[src/rtl/chattering_multi_if.sv]
// chattering_multi_if: raw inputs, shared threshold and debounced outputs of the multi-channel debouncer
// master: drives in/thresh, observes out/rise/fall/long_press
// slave : the debouncer side
interface chattering_multi_if #(
  parameter int N     = 4,
  parameter int CNT_W = 18
);
  logic [N-1:0]     in;
  logic [CNT_W-1:0] thresh;
  logic [N-1:0]     out;
  logic [N-1:0]     rise;
  logic [N-1:0]     fall;
  logic [N-1:0]     long_press;
  modport master (output in, thresh, input out, rise, fall, long_press);
  modport slave  (input in, thresh, output out, rise, fall, long_press);
endinterface

[src/rtl/chattering_multi.sv]
// chattering_multi: N-channel debouncer with synchronisers, run-time threshold, rise/fall and long-press strobes
// clock : rising-edge system clock
// reset : asynchronous active-low reset
// bus   : slave side of chattering_multi_if (in, thresh -> out, rise, fall, long_press)
module chattering_multi #(
  parameter int N           = 4,
  parameter int CNT_W       = 18,
  parameter int SYNC_STAGES = 2,
  parameter int LONG_W      = 24,
  parameter int LONG_CYC    = 10000000
) (
  input logic              clock,
  input logic              reset,
  chattering_multi_if.slave bus
);
  if (SYNC_STAGES < 2) begin : g_bad_sync
    $error("SYNC_STAGES must be at least 2");
  end
  if (LONG_CYC < 0 || 64'(LONG_CYC) >= (64'd1 << LONG_W)) begin : g_bad_long
    $error("LONG_CYC must fit in LONG_W bits");
  end
  logic [N-1:0]     r_sync [SYNC_STAGES];
  logic [CNT_W-1:0] r_cnt [N];
  logic [N-1:0]     r_cand;
  logic [N-1:0]     r_out;
  logic [N-1:0]     r_rise;
  logic [N-1:0]     r_fall;
  logic [N-1:0]     w_s;
  logic [N-1:0]     w_out_nxt;
  assign w_s = r_sync[SYNC_STAGES-1];
  // out only takes cand once the candidate has been stable for thresh counted cycles
  always_comb begin
    w_out_nxt = r_out;
    for (int i = 0; i < N; i++)
      w_out_nxt[i] = (w_s[i] == r_cand[i] && r_cnt[i] >= bus.thresh) ? r_cand[i] : r_out[i];
  end
  always_ff @(posedge clock or negedge reset) begin
    if (!reset) begin
      for (int k = 0; k < SYNC_STAGES; k++) r_sync[k] <= '0;
      for (int i = 0; i < N; i++) r_cnt[i] <= '0;
      r_cand <= '0;
      r_out  <= '0;
      r_rise <= '0;
      r_fall <= '0;
    end else begin
      r_sync[0] <= bus.in;
      for (int k = 1; k < SYNC_STAGES; k++) r_sync[k] <= r_sync[k-1];
      for (int i = 0; i < N; i++)
        r_cnt[i] <= (w_s[i] != r_cand[i]) ? '0 : (r_cnt[i] < bus.thresh) ? r_cnt[i] + 1'b1 : r_cnt[i];
      r_cand <= w_s;
      r_out  <= w_out_nxt;
      r_rise <= w_out_nxt & ~r_out;
      r_fall <= ~w_out_nxt & r_out;
    end
  end
  assign bus.out  = r_out;
  assign bus.rise = r_rise;
  assign bus.fall = r_fall;
  if (LONG_CYC > 0) begin : g_long
    logic [LONG_W-1:0] r_lcnt [N];
    logic [N-1:0]      r_lp;
    // lcnt parks at LONG_CYC so the strobe fires once per press; gating with w_out_nxt keeps it off a fall edge
    always_ff @(posedge clock or negedge reset) begin
      if (!reset) begin
        for (int i = 0; i < N; i++) r_lcnt[i] <= '0;
        r_lp <= '0;
      end else begin
        for (int i = 0; i < N; i++) begin
          r_lcnt[i] <= !r_out[i] ? '0 : (r_lcnt[i] == LONG_W'(LONG_CYC)) ? r_lcnt[i] : r_lcnt[i] + 1'b1;
          r_lp[i]   <= r_out[i] & w_out_nxt[i] & (r_lcnt[i] == LONG_W'(LONG_CYC - 1));
        end
      end
    end
    assign bus.long_press = r_lp;
  end else begin : g_no_long
    assign bus.long_press = '0;
  end
endmodule

[src/flat_wrapper.sv]
// flat-port wrapper written by rule: the top's interface ports become plain ports
module chattering_multi_flat 
#(
  parameter int N           = 4,
  parameter int CNT_W       = 18,
  parameter int SYNC_STAGES = 2,
  parameter int LONG_W      = 24,
  parameter int LONG_CYC    = 10000000
)
  (clock, reset, bus_in, bus_thresh, bus_out, bus_rise, bus_fall, bus_long_press);
  chattering_multi_if #(.N(N), .CNT_W(CNT_W)) bus_i ();
  input logic clock;
  input logic reset;
  input wire logic [$bits(bus_i.in)-1:0] bus_in;
  input wire logic [$bits(bus_i.thresh)-1:0] bus_thresh;
  output wire logic [$bits(bus_i.out)-1:0] bus_out;
  output wire logic [$bits(bus_i.rise)-1:0] bus_rise;
  output wire logic [$bits(bus_i.fall)-1:0] bus_fall;
  output wire logic [$bits(bus_i.long_press)-1:0] bus_long_press;
  assign bus_i.in = bus_in;
  assign bus_i.thresh = bus_thresh;
  assign bus_out = bus_i.out;
  assign bus_rise = bus_i.rise;
  assign bus_fall = bus_i.fall;
  assign bus_long_press = bus_i.long_press;
  chattering_multi #(.N(N), .CNT_W(CNT_W), .SYNC_STAGES(SYNC_STAGES), .LONG_W(LONG_W), .LONG_CYC(LONG_CYC)) u_core (.clock(clock), .reset(reset), .bus(bus_i));
endmodule
[config.mk]
export PLATFORM = sky130hd
export DESIGN_NAME = chattering_multi_flat
export DESIGN_NICKNAME = d
export VERILOG_FILES = /design/src/rtl/chattering_multi_if.sv /design/src/rtl/chattering_multi.sv /design/src/flat_wrapper.sv
export SDC_FILE = /design/constraint.sdc
export NUM_CORES = 1
export LEC_CHECK = 0
export BUFFER_PORTS_ARGS = -buffer_cell sky130_fd_sc_hd__buf_2
export CAP_MARGIN = 10
export CORE_UTILIZATION = 70
export CTS_BUF_LIST = sky130_fd_sc_hd__clkbuf_8
export DETAILED_ROUTE_END_ITERATION = 7
export PLACE_DENSITY = 0.88
export SETUP_SLACK_MARGIN = 0.3
export SYNTH_ARGS = -nofsm -noshare
export SYNTH_HDL_FRONTEND = slang
export SYNTH_SLANG_ARGS = --single-unit
[constraint.sdc]
create_clock -name clock -period 6.7 [get_ports clock]
set_input_delay 1.005 -clock clock [delete_from_list [all_inputs] [get_ports clock]]
set_output_delay 1.005 -clock clock [all_outputs]
set_load 0.01 [all_outputs]
-- After elaboration in Yosys (flattened, before gate mapping)
Cells that the tools add are included.
- bits in registers: 196
- input bits: 24
- output and inout bits: 16
- logic and storage cells: 91
- $add $sub $neg: 8
- order comparisons: 8
- equality and inequality tests: 20
- mux-type cells: 20
- bitwise gates (word level): 12
- reduce and logical (&&, ||, !) cells: 8
- operators by type and width (cell ; number):
    24-bit equality test (second input constant) ; 8
    24-bit two-way mux ; 8
    18-bit two-way mux ; 8
    24-bit by 1-bit adder with 24-bit output (second input constant) ; 4
    18-bit by 1-bit adder with 18-bit output (second input constant) ; 4
    18-bit >= comparator ; 4
    18-bit less-than comparator ; 4
    1-bit bitwise AND ; 8
    4-bit bitwise AND ; 2
    2-bit != test (second input constant) ; 4
    4-bit NOT ; 2
    2-bit nonzero test ; 4
    1-bit equality test ; 4
    1-bit logical AND ; 4
    1-bit two-way mux ; 4
    1-bit != test ; 4

-- Depth between registers and ports, before layout
Gate-level depths: netlist of the first run.
- depth in word-level cells: 5
- mapped depth: 10
- gate-level depth less buffers: 8

-- Worst setup path before layout of the first run
Ideal clock, no wire load.
- path kind: input to register
- start: input port bus_thresh[11]
- end: register u_core.r_cnt[66] in the netlist's numbering
- library setup time: 78 ps
- data arrival time: 3113 ps
- data required time: 6622 ps
- slack: 3509 ps
- cell stages on the path: 9
- buffers on the path: 1
- cell sequence: inv_1 ha_1 a21o_1 a221o_1 a221oi_4 o21ai_2 buf_6 or4_1 a21oi_1
- cells in the longest elaborated chain, start to end: 2
- ends and longest elaborated chain (what ; line ; source):
    start, declared ; flat_wrapper.sv:15 ; input wire logic [$bits(bus_i.thresh)-1:0] bus_thresh;
    18-bit less-than comparator ; chattering_multi.sv:49 ; r_cnt[i] <= (w_s[i] != r_cand[i]) ? '0 : (r_cnt[i] < bus.thresh) ? r_cnt[i] + 1'b1 : r_cnt[i];
    2-bit nonzero test (no line) ; -- ;
    end signal, assigned by index ; chattering_multi.sv:49 ;
    end, declared ; chattering_multi.sv:23 ; logic [CNT_W-1:0] r_cnt [N];
Every way passes these cells.
A chain may end at the register's enable or synchronous reset.

-- Worst setup path after layout of the first run
- start: input port bus_thresh[5]
- end: register u_core.r_cnt[59] in the netlist's numbering
The elaborated chain is that of the path after synthesis.

==> results.py, run 1 <==
metrics = {
    "cells_and_area": {
        "final_nets": 1332,
        "syn_to_final_growth_pct": 6.78,
        "num-fill-cells": 1121,
        "multiInputGateArea_um2": 6300,
        "ff_latch_area_um2": 4900,
        "drive_gt1_share_pct": 7.13,
    },
    "run_status": {
        "status": "complete, no violations",
    },
    "min_path": {
        "hp-class": "flip-flop to flip-flop",
    },
    "cts": {
        "htree_levels": 4,
        "clockBufferDepth": 2,
        "cts_hold_buf": 0,
        "cts_setup_buffers": 0,
        "cts_resized": 0,
        "clk_latency_ps": 470,
        "clk_pin_slew_worst_paths_ps": 100,
        "numCtsBuffers": 17,
        "cts.sinks": 196,
        "cts_root_buf": "clkbuf_8",
        "cts_tree": "done",
    },
    "critical_path": {
        "path_max_fanout": 14,
        "max_stage_delay_ps": 650,
        "crit_chain": "buf_2, inv_1, ha_1, a21oi_1, o21ai_0, a2111oi_2, o2111ai_1, or3_1, a21oi_1",
        "endpoint_kind": "flip-flop",
        "start_kind": "input pin",
        "cp_slowest_cell": "a2111oi_2",
        "path_buf_inv": 2,
        "crit_top_cell": "a21oi_1",
        "cpLargestDelayFamily": "compound AO/OA/AOI/OAI gates",
        "critPathRequiredTime_ps": 7080,
        "critPathKind": "input pin to flip-flop",
        "cp_data_arrival_time_ps": 3670,
    },
    "yosys": {
        "yosys_warnings": 0,
        "synth_top_area_cell": "dfrtp_1",
        "ys.flop_type": "dfrtp_1",
        "syn_inst": 1195,
        "synth-async-reset-ratio_pct": 100,
        "synth_area_leaders": "dfrtp_1, ha_1, xnor2_1",
        "ys_types": 56,
        "synth_area_um2": 11500,
        "synth_top_area_share_pct": 42.5,
        "yosys_register_bits": 196,
        "avgSynthCellArea_um2": 9.65,
        "yosysSeqAreaShare_pct": 42.5,
        "synth_edf_count": 0,
        "synth_fp_nets": 1303,
    },
    "job": {
        "cap_violations": 0,
    },
    "global_routing": {
        "grt_pass1_vias": 8490,
        "grt_pass1_wl_um": 41100,
        "antenna_found_initial": 1,
        "grt_usage_pct": 31.0,
        "grt_remaining_overflow": 0,
        "grt_max_degree": 126,
    },
    "timing": {
        "setup_violations": 0,
        "worst_clock_skew_ps": 12.1,
        "hold_ws_ps": 357,
        "setup_ws_ps": 3410,
        "slew_headroom_pct": 19.7,
        "rsz0062_at_grt": "no",
        "period_needed_ps": 3290,
        "finalHoldViolCount": 0,
        "finalSetupTns_ps": 0,
        "max_slew.worst_pin.slew_ps": 1190,
        "slew_viol_final": 0,
        "period_share_pct": 49.1,
        "fmax_mhz": 304,
    },
    "pwr": {
        "power.static_leakage_nw": 5.55,
        "p_comb_share_pct": 15.5,
        "seqPwrFrac_pct": 54.3,
        "finalPower_mw": 2.60,
        "vdd_drop_max_uv": 175,
        "power.internal_mw": 1.84,
        "switching_share_pct": 29.4,
        "p_clk_share_pct": 30.2,
        "pwr_density_cell_nw_per_um2": 211,
        "power_switching_mw": 0.764,
    },
    "die": {
        "dieWidth_um": 130,
        "dieArea_um2": 17000,
        "die_h_um": 130,
        "io_pins": 40,
        "core-area_um2": 16000,
        "start_util_pct": 72.1,
        "rows": 46,
    },
    "route": {
        "first_pass_iters": 6,
        "vias": 9220,
        "drc": 0,
        "drt_iter0_markers": 829,
        "viasPerCell": 6.35,
        "wire_per_inst_um": 17.3,
        "ant_nets": 0,
        "drt-total-wl_um": 25100,
    },
    "placement": {
        "routabilityCongestion": 0.840,
        "io_buffers": 39,
        "hpwlAfterDp_um": 17300,
        "post-place-ws_ps": 2970,
    },
}
## cell usage in the layout (no fill, tap or decap), drive strengths merged, types with 7 or more instances in the layout
cell      n
dfrtp   196
ha       84
nand2    83
and2     80
a21oi    77
nand3    77
xnor2    64
inv      49
o21ai    47
buf      45
nand4    43
nor2     39
or4      35
and3     33
xor2     29
o31ai    29
or3      25
and4     23
clkbuf   21
nor2b    15
nand2b   12
o21a     11
o211ai    9
nor3      9
nor4      9
mux2i     8
a21o      8
nor3b     7
nor4b     7
a21boi    7
## state kept, by name (all words and copies together) (netlist names)
signal / cells
u_core.r_cand: 4
u_core.r_sync: 4
u_core.bus.rise: 4
u_core.bus.fall: 4
u_core.r_cnt: 72
u_core.w_s: 4
u_core.bus.out: 4
u_core.g_long.r_lcnt: 96
u_core.bus.long_press: 4
## metal layers
layer	share of wire [%]	GRT usage [%]
met1	46	42.7
met4	1.7	9.20
met3	4.7	5.66
met2	48	50.1
met5	0	0
## power by group through the flow
stage	logic [mW]	registers [mW]	clock network (mW)
global placement	0.381	1.43	0
finish	0.403	1.41	0.787
CTS	0.406	1.41	0.799
detailed placement	0.401	1.43	0
global route	0.466	1.43	0.845
floorplan	0.314	1.39	0
## worst reg2reg max path: cells and delay by family, from the launching register on
family | cells | cell delay [ps]
AOI/OAI and AO/OA | 5 | 1660
and+or+nand+nor | 1 | 480
DFF | 1 | 450
adders and majority gates | 1 | 340
## path summary, 6_finish.rpt
check / from / endpoint / slack (ps) / cells after the start
max: bus_thresh[5] / u_core.r_cnt[59]$_DFFE_PN0P_ / 3410 / 9
min: u_core.r_sync[4]$_DFF_PN0_ / u_core.w_s[0]$_DFF_PN0_ / 360 / 0
min reg2reg: u_core.r_sync[4]$_DFF_PN0_ / u_core.w_s[0]$_DFF_PN0_ / 360 / 0
min in group asynchronous: reset / u_core.bus.long_press[0]$_DFF_PN0_ / 680 / 1
max reg2reg: u_core.r_cnt[59]$_DFFE_PN0P_ / u_core.r_cnt[59]$_DFFE_PN0P_ / 3690 / 7
max in group asynchronous: reset / u_core.g_long.r_lcnt[20]$_DFFE_PN0P_ / 4560 / 2
## synthesized netlist by cell type (2+ instances only)
cell type and n:
clkbuf_1 32, or4b_2 2, a2111oi_2 2, nor3b_1 7, o21ai_0 44, a221oi_1 2, o31ai_1 29, nor4b_1 7
and4_1 23, a21boi_0 7, nand3_1 77, mux2i_1 8, nor2b_1 15, nor2_1 39, a31oi_1 3, a21oi_1 77
nand2_1 83, inv_1 46, xor2_1 29, or3_1 25, and2_1 80, buf_2 3, a21o_1 8, dfrtp_1 196
xnor2_1 64, or4_1 35, nor4bb_1 4, o211ai_1 9, or2_2 5, nand4_1 43, ha_1 84, nand2b_1 12
o21a_1 11, o41ai_1 3, and3_1 33, nor4_1 9, a211oi_1 4, nand4b_1 2, o21ai_1 2, nor3_1 9
o311ai_0 3, o2111ai_1 5
## area by class of cell
class / instances / area share [%]
Multi-Input combinational cell: 917 / 51.2
Sequential cell: 196 / 39.8
Clock buffer: 20 / 2.24
Tap cell: 216 / 2.20
Timing Repair Buffer: 46 / 2.08
Inverter: 46 / 1.40
Clock inverter: 10 / 1.01
Antenna cell: 1 / 0.0203
## metrics by stage
step           instances  area, µm²  utilization (%)
5_1_grt             1452      12300             76.9
4_1_cts             1451      12300             76.9
3_3_place_gp        1421      11900             74.4
3_5_place_dp        1421      11900             74.4
2_1_floorplan       1195      11500                -
6_report            1452      12300             76.9
## logic make-up after synthesis
| kind of cell | Yosys count | synth area share (%) |
|---|---|---|
| compound gates | 219 | 12.1 |
| xor+xnor | 93 | 7.07 |
| fa+ha+maj | 84 | 9.12 |
| buf+inv | 82 | 2.77 |
| flops | 196 | 42.5 |
| mux | 8 | 0.695 |
| simple gates | 513 | 25.7 |
Power figures use the tool's default switching activity.
==> run 2, diff against run 1 <==
--- a/config.mk
+++ b/config.mk
@@ -5,12 +5,13 @@
 export SDC_FILE = /design/constraint.sdc
 export NUM_CORES = 1
 export LEC_CHECK = 0
+export ABC_AREA = 1
 export BUFFER_PORTS_ARGS = -buffer_cell sky130_fd_sc_hd__buf_2
 export CAP_MARGIN = 10
-export CORE_UTILIZATION = 70
+export CORE_UTILIZATION = 65
 export CTS_BUF_LIST = sky130_fd_sc_hd__clkbuf_8
 export DETAILED_ROUTE_END_ITERATION = 7
-export PLACE_DENSITY = 0.88
+export PLACE_DENSITY = 0.83
 export SETUP_SLACK_MARGIN = 0.3
 export SYNTH_ARGS = -nofsm -noshare
 export SYNTH_HDL_FRONTEND = slang
==> constraint.sdc (replaced) <==
create_clock -name clock -period 3.3 [get_ports clock]
set_input_delay 0.495 -clock clock [delete_from_list [all_inputs] [get_ports clock]]
set_output_delay 0.495 -clock clock [all_outputs]
set_load 0.01 [all_outputs]
==> run 2 against run 1 <==
First-iteration DRC count fell by 2.2%. Clock skew rose by 4.6 ps. Critical endpoint is now u_core.bus.rise[2]$_DFF_PN0_. Combinational power rose by 76%. Critical path type is now flip-flop to flip-flop. Register-to-register slack got worse by 2700 ps.
==> results.py, run 2 <==
metrics = {
    "run_status": {
        "status": "complete, no violations",
    },
    "job": {
        "cap_violations": 0,
    },
    "pwr": {
        "pwr_density_cell_nw_per_um2": 371,
        "finalPower_mw": 5.10,
        "power.static_leakage_nw": 6.42,
        "vdd_drop_max_uv": 285,
    },
    "global_routing": {
        "grt_pass1_vias": 10857,
        "grt_pass1_wl_um": 50700,
        "grt_usage_pct": 31.4,
        "antenna_found_initial": 0,
        "grt_max_degree": 96,
        "grt_remaining_overflow": 0,
    },
    "timing": {
        "worst_clock_skew_ps": 16.8,
        "fmax_mhz": 439,
        "finalSetupTns_ps": 0,
        "setup_ws_ps": 1020,
        "slew_viol_final": 0,
        "hold_ws_ps": 43.2,
        "slew_headroom_pct": 47.5,
        "period_needed_ps": 2280,
        "period_share_pct": 69.0,
        "rsz0062_at_grt": "no",
        "finalHoldViolCount": 0,
        "max_slew.worst_pin.slew_ps": 787,
        "setup_violations": 0,
    },
    "critical_path": {
        "path_max_fanout": 22,
        "max_stage_delay_ps": 490,
        "reg2reg_depth": 11,
        "endpoint_kind": "flip-flop",
        "start_kind": "flip-flop",
        "startpoint": "u_core.r_cnt[31]$_DFFE_PN0P_",
        "critPathRequiredTime_ps": 3650,
        "crit_end": "u_core.bus.rise[2]$_DFF_PN0_",
        "cp_data_arrival_time_ps": 2630,
        "cp_slowest_cell": "dfrtp_1",
        "crit_chain": "ha_1, nand2_1, inv_1, nand2_1, nand2_1, a21oi_2, nand3_2, nand2_4, nand3_1, nand2_1, nor2_1",
        "rr_startpoint": "u_core.r_cnt[31]$_DFFE_PN0P_",
        "reg2reg_to": "u_core.bus.rise[2]$_DFF_PN0_",
        "crit_top_cell": "nand2_1",
        "critPathKind": "flip-flop to flip-flop",
        "r2r_setup_slack_ps": 1020,
    },
    "die": {
        "start_util_pct": 67.3,
        "dieWidth_um": 142,
        "io_pins": 40,
        "dieArea_um2": 20300,
        "die_h_um": 142,
        "rows": 50,
        "core-area_um2": 19000,
    },
    "min_path": {
        "hp-class": "input pin to async pin",
    },
    "yosys": {
        "synth_area_leaders": "dfrtp_1, nand2_1, ha_1",
        "yosys_warnings": 0,
        "yosysSeqAreaShare_pct": 38.3,
        "synth_fp_nets": 1799,
        "yosys.cell_count.top_type": "nand2_1",
        "syn_inst": 1691,
        "yosys_register_bits": 196,
        "synth_top_area_cell": "dfrtp_1",
        "synth_top_cells_by_count": "nand2_1, inv_1, dfrtp_1",
        "avgSynthCellArea_um2": 7.57,
        "synth-async-reset-ratio_pct": 100,
        "synth_edf_count": 0,
        "synth_top_area_share_pct": 38.3,
        "synth_area_um2": 12800,
        "ys.flop_type": "dfrtp_1",
        "ys_types": 48,
    },
    "cts": {
        "clk_pin_slew_worst_paths_ps": 110,
        "cts_hold_buf": 0,
        "numCtsBuffers": 17,
        "cts_setup_buffers": 0,
        "cts.sinks": 196,
        "cts_resized": 0,
        "cts_root_buf": "clkbuf_8",
        "cts_tree": "done",
        "clk_latency_ps": 490,
        "clockBufferDepth": 2,
        "htree_levels": 4,
    },
    "cells_and_area": {
        "layout_commonest_cell": "nand2_1",
        "insertedDiodeCount": 0,
        "final_cell_mix": "nand2_1, inv_1, dfrtp_1, nor2_1, nand3_1",
        "syn_to_final_growth_pct": 7.17,
        "fin_util_pct": 72.1,
        "drive_gt1_share_pct": 10.1,
        "largest_register_ffs": 96,
        "top_regs": "u_core.g_long.r_lcnt (96), u_core.r_cnt (72)",
        "regMostFlops": "u_core.g_long.r_lcnt",
        "final_nets": 1841,
    },
    "placement": {
        "hpwlAfterDp_um": 22000,
        "io_buffers": 39,
        "post-place-ws_ps": 777,
        "routabilityCongestion": 0.969,
    },
    "route": {
        "drt-total-wl_um": 29900,
        "wire_per_inst_um": 14.9,
        "drt_iter0_markers": 811,
        "drc": 0,
        "viasPerCell": 5.73,
        "ant_nets": 0,
        "first_pass_iters": 7,
        "vias": 11503,
    },
}
[run 2: cell families (layout without fill, tap and decap cells)]
| kind of cell | Yosys count | after routing | share of synthesized area [%] |
|---|---|---|---|
| AOI/OAI and AO/OA | 219 | 219 | 9.52 |
| xor gates and xnor gates | 50 | 50 | 3.42 |
| adders and majority gates | 84 | 84 | 8.21 |
| buffers and inverters | 268 | 323 | 8.26 |
| DFF | 196 | 196 | 38.3 |
| and+or+nand+nor | 874 | 874 | 32.3 |
[run 2: how the worst min path moves through the flow]
stage,cells past startpoint,end,slack [ps]
2_1_floorplan,0,u_core.bus.fall[0]$_DFF_PN0_,200
3_3_place_gp,0,u_core.w_s[2]$_DFF_PN0_,330
3_5_place_dp,0,u_core.w_s[2]$_DFF_PN0_,340
4_1_cts,1,u_core.r_cnt[3]$_DFFE_PN0P_,80
5_1_grt,1,u_core.r_sync[5]$_DFF_PN0_,80
6_report,1,u_core.r_cand[2]$_DFF_PN0_,40
[run 2: through the flow]
step	instances	cell area (µm²)
detailed placement	1974	13300
finish	2006	13700
floorplan	1691	12800
global route	2006	13700
global placement	1974	13300
CTS	2006	13700
[run 2: report_power, final]
group          internal, mW  switching (mW)  total [mW]
Sequential             2.50           0.129        2.63
Combinational         0.247           0.461       0.708
Clock                 0.785           0.970        1.76
Total                  3.53            1.56        5.10
[run 2: area by class of cell]
cell class / instances / area, µm²
clock buffer: 17 / 234
clock inverter: 15 / 211
fill: 1567 / 5300
inverter: 243 / 912
multi-input combinational: 1227 / 6850
sequential: 196 / 4900
tap: 260 / 325
timing repair buffer: 48 / 284
[run 2: metal layers]
layer	global-route usage, %	vias up	part of all wire (%)
li1	-	5674	-
met1	42.1	5400	45
met2	51.8	367	47
met3	4.68	62	5.4
met4	11.3	0	2.6
met5	0	-	0
[run 2: worst max-delay path, delay by kind of cell, from the launching register on]
family,cells,cell delay [ps]
fa+ha+maj,1,340
flops,1,490
buf+inv,1,50
simple gates,8,1040
compound gates,1,210
==> run 3, diff against run 2 <==
==> constraint.sdc (replaced) <==
create_clock -name clock -period 2.3 [get_ports clock]
set_input_delay 0.345 -clock clock [delete_from_list [all_inputs] [get_ports clock]]
set_output_delay 0.345 -clock clock [all_outputs]
set_load 0.01 [all_outputs]
==> run 3 against run 2 <==
Count of clock-buffer cells in the layout is 1 higher. Global-route usage is 0.34 points higher. Register-to-register slack lost 770 ps. Non-clock buffer count is 64 higher. Critical path type unchanged. Critical endpoint is now u_core.r_cnt[59]$_DFFE_PN0P_.
==> results.py, run 3 (same netlist as run 2, synthesis figures left out) <==
metrics = {
    "cells_and_area": {
        "drive_gt1_share_pct": 16.7,
        "layout_commonest_cell": "nand2_1",
        "top_regs": "u_core.g_long.r_lcnt (96), u_core.r_cnt (72)",
        "insertedDiodeCount": 0,
        "num-fill-cells": 1406,
        "regMostFlops": "u_core.g_long.r_lcnt",
        "final_cell_mix": "nand2_1, inv_1, nor2_1, dfrtp_1, nand3_1",
        "final_nets": 1905,
        "syn_to_final_growth_pct": 14.0,
        "largest_register_ffs": 96,
    },
    "timing": {
        "max_slew.worst_pin.slew_ps": 738,
        "slew_viol_final": 0,
        "finalHoldViolCount": 0,
        "rsz0062_at_grt": "yes",
        "hold_ws_ps": 357,
        "worst_clock_skew_ps": 18.2,
        "slew_headroom_pct": 50.4,
        "period_needed_ps": 2040,
        "fmax_mhz": 489,
        "finalSetupTns_ps": 0,
        "setup_violations": 0,
        "period_share_pct": 88.8,
    },
    "global_routing": {
        "met3_usage_pct": 5.35,
        "grt_usage_pct": 31.7,
        "grt_max_degree": 48,
        "grt_pass1_wl_um": 51200,
        "use_met1_pct": 42.6,
        "grtUsageMet2_pct": 51.4,
        "grt_remaining_overflow": 0,
        "antenna_found_initial": 0,
        "grt_pass1_vias": 11032,
        "top_usage_layer": "met2",
    },
    "die": {
        "die_h_um": 142,
        "io_pins": 40,
        "start_util_pct": 67.3,
        "rows": 50,
        "dieArea_um2": 20300,
        "dieWidth_um": 142,
        "core-area_um2": 19000,
    },
    "critical_path": {
        "cp_data_arrival_time_ps": 2450,
        "crit_top_cell": "nand2_1",
        "reg2reg_depth": 11,
        "critPathKind": "flip-flop to flip-flop",
        "cpLargestDelayFamily": "simple AND/OR/NAND/NOR gates",
        "max_stage_delay_ps": 440,
        "path_buf_inv": 2,
        "path_max_fanout": 7,
        "start_kind": "flip-flop",
        "critical_path_depth": 11,
        "r2r_setup_slack_ps": 260,
        "critPathRequiredTime_ps": 2700,
        "cp_slowest_cell": "dfrtp_2",
        "rr_startpoint": "u_core.r_cnt[71]$_DFFE_PN0P_",
        "startpoint": "u_core.r_cnt[71]$_DFFE_PN0P_",
        "crit_chain": "ha_1, nand2_2, inv_1, nand2_1, nand2_1, a21oi_4, nand3_4, buf_4, o21ai_0, nand2_1, nor2_1",
        "endpoint_kind": "flip-flop",
    },
    "route": {
        "viasPerCell": 5.75,
        "wire_per_inst_um": 15.5,
        "ant_nets": 0,
        "drc": 0,
        "vias": 11883,
        "drt-total-wl_um": 32100,
        "drt_iter0_markers": 833,
        "first_pass_iters": 6,
    },
    "cts": {
        "cts.sinks": 196,
        "numCtsBuffers": 17,
        "clk_latency_ps": 480,
        "htree_levels": 4,
        "cts_tree": "done",
        "clockBufferDepth": 2,
        "cts_root_buf": "clkbuf_8",
        "clk_pin_slew_worst_paths_ps": 110,
    },
    "pwr": {
        "pwr_density_cell_nw_per_um2": 490,
        "seqPwrFrac_pct": 52.4,
        "power.static_leakage_nw": 6.75,
        "p_clk_share_pct": 31.8,
        "vdd_drop_max_uv": 438,
        "p_comb_share_pct": 15.7,
        "power_switching_mw": 2.16,
        "power.internal_mw": 4.99,
        "switching_share_pct": 30.2,
    },
    "placement": {
        "io_buffers": 39,
        "routabilityCongestion": 0.955,
        "hpwlAfterDp_um": 23000,
    },
    "min_path": {
        "hp-class": "input pin to async pin",
    },
    "job": {
        "cap_violations": 0,
    },
    "run_status": {
        "status": "complete, no violations",
    },
}
-- run 3: repair_timing --
action,CTS,global route
pin swaps,1,16
setup buffers,2,37
gates resized for setup,9,80
endpoints found under the hold margin,44,0
gates cloned,0,2
hold buffers,5,0
endpoints found under the setup margin,33,78
-- run 3: layout make-up --
type | instances | area, µm² | share of cell area, %
clock buffer | 18 | 248 | 1.70
clock inverter | 12 | 144 | 0.986
inverter | 243 | 922 | 6.32
multi-input combinational | 1227 | 7150 | 49.0
sequential | 196 | 4940 | 33.8
tap | 260 | 325 | 2.23
timing repair buffer | 112 | 866 | 5.93
-- run 3: final timing paths --
check	endpoint
setup / recovery	u_core.r_cnt[59]$_DFFE_PN0P_
hold / removal	u_core.g_long.r_lcnt[29]$_DFFE_PN0P_
setup reg to reg	u_core.r_cnt[59]$_DFFE_PN0P_
hold reg to reg	u_core.w_s[3]$_DFF_PN0_
max in group asynchronous	u_core.r_cnt[53]$_DFFE_PN0P_
min in group clock	u_core.w_s[3]$_DFF_PN0_
-- run 3: stage by stage --
stage / total power [mW] / setup slack [ps] / cells / cell area [µm²] / utilization, %
5_1_grt: 7.50 / 203 / 2068 / 14600 / 76.7
3_3_place_gp: 4.83 / 180 / 1992 / 13500 / 70.8
2_1_floorplan: 4.48 / 520 / 1691 / 12800 / -
6_report: 7.15 / 257 / 2068 / 14600 / 76.7
3_5_place_dp: 4.88 / 97.1 / 1992 / 13500 / 70.8
4_1_cts: 7.13 / 277 / 2029 / 13900 / 73.3
-- run 3: routing by layer --
| metal | wire length [µm] | share of wire [%] |
|---|---|---|
| met4 | 876 | 2.7 |
| met2 | 15400 | 48 |
| met3 | 1850 | 5.8 |
| met1 | 14000 | 44 |
| met5 | 0 | 0 |
-- run 3: power by group through the flow --
stage          clock network (mW)  registers [mW]  logic, mW
3_5_place_dp                    0            3.81       1.07
6_report                     2.28            3.75       1.12
4_1_cts                      2.30            3.75       1.09
3_3_place_gp                    0            3.81       1.02
2_1_floorplan                   0            3.78      0.703
5_1_grt                      2.45            3.77       1.28
